===== config.mk =====
export PLATFORM = sky130hd
export DESIGN_NAME = mc_ctrl
export DESIGN_NICKNAME = d
export VERILOG_FILES = /design/src/rtl/mc_ctrl.sv
export SDC_FILE = /design/constraint.sdc
export NUM_CORES = 1
export LEC_CHECK = 0
export CORE_UTILIZATION = 42
export DETAILED_ROUTE_END_ITERATION = 7
export PLACE_DENSITY = 0.83
export SYNTH_ARGS = -nofsm -noshare
export SYNTH_HDL_FRONTEND = slang
export SYNTH_SLANG_ARGS = --single-unit
export TNS_END_PERCENT = 20

===== constraint.sdc =====
create_clock -name CLK -period 2 [get_ports CLK]
set_clock_uncertainty 0.05 [all_clocks]
set_input_delay 0.4 -clock CLK [delete_from_list [all_inputs] [get_ports CLK]]
set_output_delay 0.4 -clock CLK [all_outputs]
set_load 0.02 [all_outputs]

===== src/rtl/mc_ctrl.sv =====
// Multi-cycle main control FSM: sequences fetch/decode/execute/memory/write-back over a shared datapath.
// Latency: R/addi/sw 4 cycles, lw 5, beq/j 3, illegal 2, plus one cycle per MemReady=0 in a memory state.
// Backpressure: FETCH/MEMRD/MEMWR hold state and keep the request steady while MemReady=0.
module mc_ctrl (
  input  logic       CLK,
  input  logic       RST,
  input  logic [5:0] Op,
  input  logic       Zero,
  input  logic       MemReady,
  output logic       PCWrite,
  output logic       PCWriteCond,
  output logic       IorD,
  output logic       MemRead,
  output logic       MemWrite,
  output logic       IRWrite,
  output logic       MemtoReg,
  output logic       RegDst,
  output logic       RegWrite,
  output logic       ALUSrcA,
  output logic [1:0] ALUSrcB,
  output logic [1:0] ALUOp,
  output logic [1:0] PCSource,
  output logic [3:0] State,
  output logic       Illegal
);

  localparam logic [3:0] FETCH  = 4'd0;
  localparam logic [3:0] DECODE = 4'd1;
  localparam logic [3:0] MEMADR = 4'd2;
  localparam logic [3:0] MEMRD  = 4'd3;
  localparam logic [3:0] MEMWB  = 4'd4;
  localparam logic [3:0] MEMWR  = 4'd5;
  localparam logic [3:0] EXEC   = 4'd6;
  localparam logic [3:0] RWB    = 4'd7;
  localparam logic [3:0] BRANCH = 4'd8;
  localparam logic [3:0] JUMP   = 4'd9;
  localparam logic [3:0] ADDIEX = 4'd10;
  localparam logic [3:0] ADDIWB = 4'd11;

  localparam logic [5:0] OP_R    = 6'h00;
  localparam logic [5:0] OP_J    = 6'h02;
  localparam logic [5:0] OP_BEQ  = 6'h04;
  localparam logic [5:0] OP_ADDI = 6'h08;
  localparam logic [5:0] OP_LW   = 6'h23;
  localparam logic [5:0] OP_SW   = 6'h2B;

  logic [3:0] state;
  logic [3:0] state_nxt;

  // Zero only qualifies PCWriteCond in the datapath; the FSM never branches on it.
  logic zero_unused;
  assign zero_unused = Zero;

  // Next-state selection from the current step, opcode and memory handshake.
  always_comb begin
    state_nxt = FETCH;
    case (state)
      FETCH:  state_nxt = MemReady ? DECODE : FETCH;
      DECODE: begin
        case (Op)
          OP_LW, OP_SW: state_nxt = MEMADR;
          OP_R:         state_nxt = EXEC;
          OP_BEQ:       state_nxt = BRANCH;
          OP_J:         state_nxt = JUMP;
          OP_ADDI:      state_nxt = ADDIEX;
          default:      state_nxt = FETCH;
        endcase
      end
      MEMADR: begin
        if (Op == OP_LW)      state_nxt = MEMRD;
        else if (Op == OP_SW) state_nxt = MEMWR;
        else                  state_nxt = FETCH;
      end
      MEMRD:  state_nxt = MemReady ? MEMWB : MEMRD;
      MEMWB:  state_nxt = FETCH;
      MEMWR:  state_nxt = MemReady ? FETCH : MEMWR;
      EXEC:   state_nxt = RWB;
      RWB:    state_nxt = FETCH;
      BRANCH: state_nxt = FETCH;
      JUMP:   state_nxt = FETCH;
      ADDIEX: state_nxt = ADDIWB;
      ADDIWB: state_nxt = FETCH;
      default: state_nxt = FETCH;
    endcase
  end

  // State register; reset aborts any instruction in flight and restarts at FETCH.
  always_ff @(posedge CLK) begin
    if (RST) state <= FETCH;
    else     state <= state_nxt;
  end

  // Moore control decode, with fetch strobes qualified by MemReady and everything forced low in reset.
  always_comb begin
    PCWrite     = 1'b0;
    PCWriteCond = 1'b0;
    IorD        = 1'b0;
    MemRead     = 1'b0;
    MemWrite    = 1'b0;
    IRWrite     = 1'b0;
    MemtoReg    = 1'b0;
    RegDst      = 1'b0;
    RegWrite    = 1'b0;
    ALUSrcA     = 1'b0;
    ALUSrcB     = 2'd0;
    ALUOp       = 2'd0;
    PCSource    = 2'd0;
    Illegal     = 1'b0;
    State       = state;
    case (state)
      FETCH: begin
        MemRead = 1'b1;
        ALUSrcB = 2'd1;
        IRWrite = MemReady;
        PCWrite = MemReady;
      end
      DECODE: begin
        ALUSrcB = 2'd3;
        Illegal = !(Op == OP_R || Op == OP_J || Op == OP_BEQ ||
                    Op == OP_ADDI || Op == OP_LW || Op == OP_SW);
      end
      MEMADR: begin
        ALUSrcA = 1'b1;
        ALUSrcB = 2'd2;
      end
      MEMRD: begin
        MemRead = 1'b1;
        IorD    = 1'b1;
      end
      MEMWB: begin
        RegWrite = 1'b1;
        MemtoReg = 1'b1;
      end
      MEMWR: begin
        MemWrite = 1'b1;
        IorD     = 1'b1;
      end
      EXEC: begin
        ALUSrcA = 1'b1;
        ALUOp   = 2'd2;
      end
      RWB: begin
        RegWrite = 1'b1;
        RegDst   = 1'b1;
      end
      BRANCH: begin
        ALUSrcA     = 1'b1;
        ALUOp       = 2'd1;
        PCWriteCond = 1'b1;
        PCSource    = 2'd1;
      end
      JUMP: begin
        PCWrite  = 1'b1;
        PCSource = 2'd2;
      end
      ADDIEX: begin
        ALUSrcA = 1'b1;
        ALUSrcB = 2'd2;
      end
      ADDIWB: begin
        RegWrite = 1'b1;
      end
      default: ;
    endcase
    if (RST) begin
      PCWrite     = 1'b0;
      PCWriteCond = 1'b0;
      IorD        = 1'b0;
      MemRead     = 1'b0;
      MemWrite    = 1'b0;
      IRWrite     = 1'b0;
      MemtoReg    = 1'b0;
      RegDst      = 1'b0;
      RegWrite    = 1'b0;
      ALUSrcA     = 1'b0;
      ALUSrcB     = 2'd0;
      ALUOp       = 2'd0;
      PCSource    = 2'd0;
      Illegal     = 1'b0;
      State       = 4'd0;
    end
  end

endmodule

==> results.cfg, run 1 <==
[synth]
yosysUniqueCellTypes = 32
ys_warn_count = 0
syn_area_per_cell_um2 = 6.81
ys_seq_area_share_pct = 12.6
synthCells = 93
ys_top_cells_by_area = dfxtp_1 (13%), nor2b_1 (7.9%), nor2_1 (7.7%)
ys_ff_latch = 4
synth_nets = 103
netlist_area_um2 = 633
yosysTopAreaCell = dfxtp_1
synth.top_cell.area_share_pct = 12.6

[clock_tree]
cts_made_buffers = 3
cts_max_path_buffers = 2
post-cts-setup-buffers = 0
cts_max_level = 1
clock_latency_ns = 0.25
clockRootBuffer = clkbuf_4
cts_tree = built
clock_sinks = 4
clkTransAtPathRegs_ns = 0.04

[worst_setup_path]
critPathArrivalTime_ns = 1.52
worstRegToRegCells = 6
cp_slowest_cell = clkdlybuf4s50_1
crit_chain = clkdlybuf4s50_1 -> and3_1 -> nand2_1 -> nand3b_1 -> a31oi_1 -> buf_2
worst_ep_required_time_ns = 1.55
rr_endpoint = state[1]$_SDFF_PP0_
endpoint = Illegal
startpoint = Op[1]
r2r_setup_slack_ns = 0.54
cp-start-kind = input pin
cp_slowest_stage_delay_ns = 0.41
path_class = input pin to output pin
crit_path_max_fanout = 2
cp-end-kind = output pin
r2r-start = state[0]$_SDFF_PP0_

[timing]
tightestPinTransition_ns = 0.271
post-route-period-util_pct = 98.5
hold_viol_final = 0
slew_headroom_pct = 81.8
drv_slew = 0
rsz0062_at_grt = true
setup_tns_ns = 0
setup_viol = 0
fin_crit_ns = 1.97
fmax_ghz = 0.507

[placement]
post-dp-hpwl_um = 1490
place.port_buffers = 29
placedCellCount = 154
gp_congestion = 0.773

[global_routing]
antenna_found_initial = 0
grt.overflow.total = 0
gr-usage-all-layers_pct = 25.3
grt_max_degree = 13
grt_pass1_wl_um = 2780
first_global_vias = 674

[detailed_routing]
ant_nets = 0
routed_wl_um = 1910
avgViaCountPerCell = 5.37
wl_per_cell_um = 12.2
drt_iter0_drc = 10
drc = 0
vias = 843
drt_pass1_iterations = 6

[power]
swShare_pct = 31.4
combPwrFrac_pct = 37.7
p_per_area_nw_per_um2 = 290
clkPwrFrac_pct = 35.1
irDropWorstVdd_mv = 0.210
pwr-share-seq_pct = 27.2
p_int_uw = 212
p_sw_uw = 97.0
p_leak_uw = 0.000530

[layout]
nets = 154
area_growth_syn_to_layout_pct = 68.4
antenna_cells = 0
final_common_cell = buf_4
fill_cells = 111
largest_reg_flops = 4
final_cell_mix = buf_4 (26), nor2_1 (13), dlygate4sd2_1 (12)
final_cells = 157
drive_gt1_share_pct = 29.6
biggestRegsByFlops = state x4
top_register = state

[floorplan]
die_x_um = 40.8
dieArea_um2 = 1670
start_util_pct = 46.9
rows = 13
io_pins = 31
fp.coreArea_um2 = 1350
die_h_um = 40.8

[run_status]
outcome = complete, no violations

[hold_path]
hold_path_depth = 3
hp-class = register to register

[run]
max-cap-violations = 0
[cell type report]
class                           instances  area, um^2  area share [%]
Clock buffer                            3        22.5            2.11
Multi-Input combinational cell         79         489            45.9
Sequential cell                         4        83.8            7.86
Tap cell                               15        18.8            1.76
Timing Repair Buffer                   56         452            42.4
[worst min path at each step]
stage                   startpoint                  end  slack (ns)
3_5_place_dp   state[1]$_SDFF_PP0_  state[1]$_SDFF_PP0_        0.75
6_report       state[1]$_SDFF_PP0_  state[1]$_SDFF_PP0_        0.68
5_1_grt        state[1]$_SDFF_PP0_  state[1]$_SDFF_PP0_        0.74
2_1_floorplan                Op[1]  state[0]$_SDFF_PP0_        0.52
4_1_cts        state[1]$_SDFF_PP0_  state[1]$_SDFF_PP0_        0.68
3_3_place_gp   state[0]$_SDFF_PP0_  state[0]$_SDFF_PP0_        0.74
[power by group through the flow]
stage	Combinational, uW	Clock, uW	Sequential, uW
2_1_floorplan	53.9	0	83.2
3_3_place_gp	117	0	84.7
3_5_place_dp	121	0	84.8
4_1_cts	117	110	83.9
5_1_grt	126	110	84.1
6_report	117	108	84.0
[critical path: cells and delay by family]
family / cells / cell delay, ns
simple gates: 3 / 0.36
buf+inv: 2 / 0.60
compound gates: 1 / 0.16
[kinds of logic (layout without fill, tap and decap cells)]
kind of cell / after synthesis / in the layout / synth area share [%]
AND/OR/NAND/NOR: 57 / 57 / 51.4
AO/OA/AOI/OAI: 18 / 18 / 19.4
buffers and inverters: 10 / 59 / 10.9
flip-flops: 4 / 4 / 12.6
XOR/XNOR: 3 / 3 / 4.15
multiplexers: 1 / 1 / 1.58
[routing by layer]
metal	GRT usage, %	vias up	share of wire [%]
met1	26.5	382	43
met2	50.0	25	52
li1	-	432	-
met5	0	-	0
met4	10.8	0	1.6
met3	1.63	4	2.7
[synth_stat cells]
master and n:
a211o_1 1, nor2b_1 8, clkbuf_1 1, o21ai_0 2, a31oi_1 3, mux2i_1 1
nor2_1 13, dfxtp_1 4, nor3_1 8, and4_1 1, buf_4 3, xor2_1 3
a21o_1 3, nor4b_4 1, nor4_1 1, nand3_1 2, and3b_1 1, a2bb2oi_1 1
nor3b_1 2, nand2b_1 6, o211ai_1 1, buf_2 4, and3_1 3, buf_6 2
or2_1 1, nand3b_1 3, a21oi_1 4, a21oi_2 1, nand4_1 1, nand2_1 6
o2111ai_1 1, a221oi_1 1
[what timing repair did]
item                       CTS  global route
setup endpoints to repair   21            11
gates cloned                 0             0
hold buffers                 0             0
resized for setup           28            19
hold endpoints to repair     0             0
[stage by stage]
stage / power, uW / util [%] / instance area, um^2 / hold slack (ns) / setup slack [ns]
finish: 309 / 79.0 / 1070 / 0.683 / 0.0294
global route: 320 / 79.0 / 1070 / 0.740 / -0.0307
CTS: 310 / 80.4 / 1080 / 0.681 / -0.131
detailed placement: 206 / 79.7 / 1080 / 0.746 / -0.487
global placement: 202 / 79.7 / 1080 / 0.741 / -0.422
floorplan: 137 / - / 633 / 0.522 / 0.0301
Note: power is estimated with default switching activity, not from simulation.
==> inputs of run 2 (changes only) <==
CORE_UTILIZATION = 44   (was 42)
CTS_BUF_LIST = sky130_fd_sc_hd__clkbuf_8   (was not set)
PLACE_DENSITY = 0.86   (was 0.83)
==> run 2 against run 1 <==
- total power grew 19%
- global-route usage grew 2.3 points
- clock power grew 57%
- via count grew 3.8%
- sequential power shrank 3.0%
- cell count grew 0.64%
- critical path type unchanged
- critical endpoint unchanged
==> results.cfg, run 2 (synthesized netlist as in run 1, its figures left out) <==
[run_status]
outcome = complete, no violations

[clock_tree]
cts_hold_buf = 0
clock_sinks = 4
clock_latency_ns = 0.22
cts_max_path_buffers = 2
clockRootBuffer = clkbuf_8
cts_max_level = 1
cts_tree = built
post-cts-setup-buffers = 0
clkTransAtPathRegs_ns = 0.03
cts_made_buffers = 3

[layout]
final_common_cell = buf_4
largest_reg_flops = 4
drive_gt1_share_pct = 32.2
final_util_pct = 83.7
final_cells = 158
top_register = state
nets = 155
antenna_cells = 0
biggestRegsByFlops = state x4
final_cell_mix = buf_4 (30), nor2_1 (13), dlygate4sd2_1 (13)
area_growth_syn_to_layout_pct = 74.1

[placement]
place.port_buffers = 29
post-dp-hpwl_um = 1410
gp_congestion = 0.774
placedCellCount = 155

[global_routing]
grt.overflow.total = 0
gr-usage-all-layers_pct = 27.6
grt_pass1_wl_um = 2930
grt_max_degree = 14
first_global_vias = 729
antenna_found_initial = 0

[timing]
rsz0062_at_grt = true
hold_viol_final = 0
setup_viol = 0
holdWs_ns = 0.546
tightestPinTransition_ns = 0.227
slew_headroom_pct = 84.7
fmax_ghz = 0.513
drv_slew = 0
post-route-period-util_pct = 97.5
setup_tns_ns = 0
fin_crit_ns = 1.95

[detailed_routing]
drc = 0
wl_per_cell_um = 12.7
vias = 875
ant_nets = 0
routed_wl_um = 2010
drt_iter0_drc = 19
avgViaCountPerCell = 5.54
drt_pass1_iterations = 4

[power]
p_per_area_nw_per_um2 = 334
p_sw_uw = 98.4
combPwrFrac_pct = 31.8
p_int_uw = 270
clkPwrFrac_pct = 46.0
finalPower_uw = 369
pwr-share-seq_pct = 22.1
swShare_pct = 26.7
p_leak_uw = 0.000547
irDropWorstVdd_mv = 0.238

[hold_path]
hp-class = register to register

[floorplan]
die_h_um = 39.9
dieArea_um2 = 1590
rows = 13
die_x_um = 39.9
fp.coreArea_um2 = 1320
start_util_pct = 48.1
io_pins = 31

[worst_setup_path]
path_class = input pin to output pin
cp_slowest_cell = clkdlybuf4s50_1
crit_path_max_fanout = 2
cp-end-kind = output pin
worst_ep_required_time_ns = 1.55
cp-start-kind = input pin
crit_chain = clkdlybuf4s50_1 -> and3_4 -> nand2_1 -> nand3b_1 -> a31oi_1 -> buf_2
cp_slowest_stage_delay_ns = 0.43
critPathArrivalTime_ns = 1.50

[run]
max-cap-violations = 0
## run 2: changes by cell type in the layout (fill, tap and decap cells not counted), sizes merged
cell           before  now
dlygate4sd2        12   13
clkbuf              8    7
clkdlybuf4s15       4    2
buf                28   31
## run 2: final timing paths
check | slack (ns) | end | startpoint | cells past startpoint
setup reg to reg | 0.50 | state[0]$_SDFF_PP0_ | state[0]$_SDFF_PP0_ | 6
hold reg to reg | 0.55 | state[1]$_SDFF_PP0_ | state[1]$_SDFF_PP0_ | 2
setup / recovery | 0.05 | Illegal | Op[1] | 6
hold / removal | 0.55 | state[1]$_SDFF_PP0_ | state[1]$_SDFF_PP0_ | 2
## run 2: repair_timing
item,in CTS,in global routing
endpoints found under the setup margin,21,11
pin swaps,0,0
gates resized for setup,30,15
## run 2: area by class of cell
| class | count | area, um^2 |
|---|---|---|
| repair buffers | 57 | 454 |
| flip-flops and latches | 4 | 88.8 |
| multi-input cells | 79 | 499 |
| clock buffers | 3 | 41.3 |
| well taps | 15 | 18.8 |
| fillers | 85 | 215 |
## run 2: critical path: cells and delay by family
kind	cells	cell delay, ns
AO/OA/AOI/OAI	1	0.15
buffers and inverters	2	0.61
AND/OR/NAND/NOR	3	0.34
## run 2: metal layers
layer	up-vias	track usage (%)	share of wire [%]
li1	429	-	-
met3	8	7.78	4.8
met2	35	47.2	52
met1	403	28.4	40
met4	0	19.8	2.8
met5	-	0	0
## run 2: power groups by stage
stage / Sequential [uW] / Clock, uW / Combinational [uW]
4_1_cts: 84.0 / 171 / 115
2_1_floorplan: 83.2 / 0 / 53.9
6_report: 81.5 / 170 / 117
3_3_place_gp: 85.1 / 0 / 117
5_1_grt: 81.6 / 178 / 126
3_5_place_dp: 85.0 / 0 / 120
## run 2: through the flow
step                setup WS, ns  cell area [um^2]
floorplan                 0.0301               633
finish                    0.0508              1100
CTS                       0.0117              1100
detailed placement        -0.480              1080
global placement          -0.450              1080
global route             -0.0500              1100
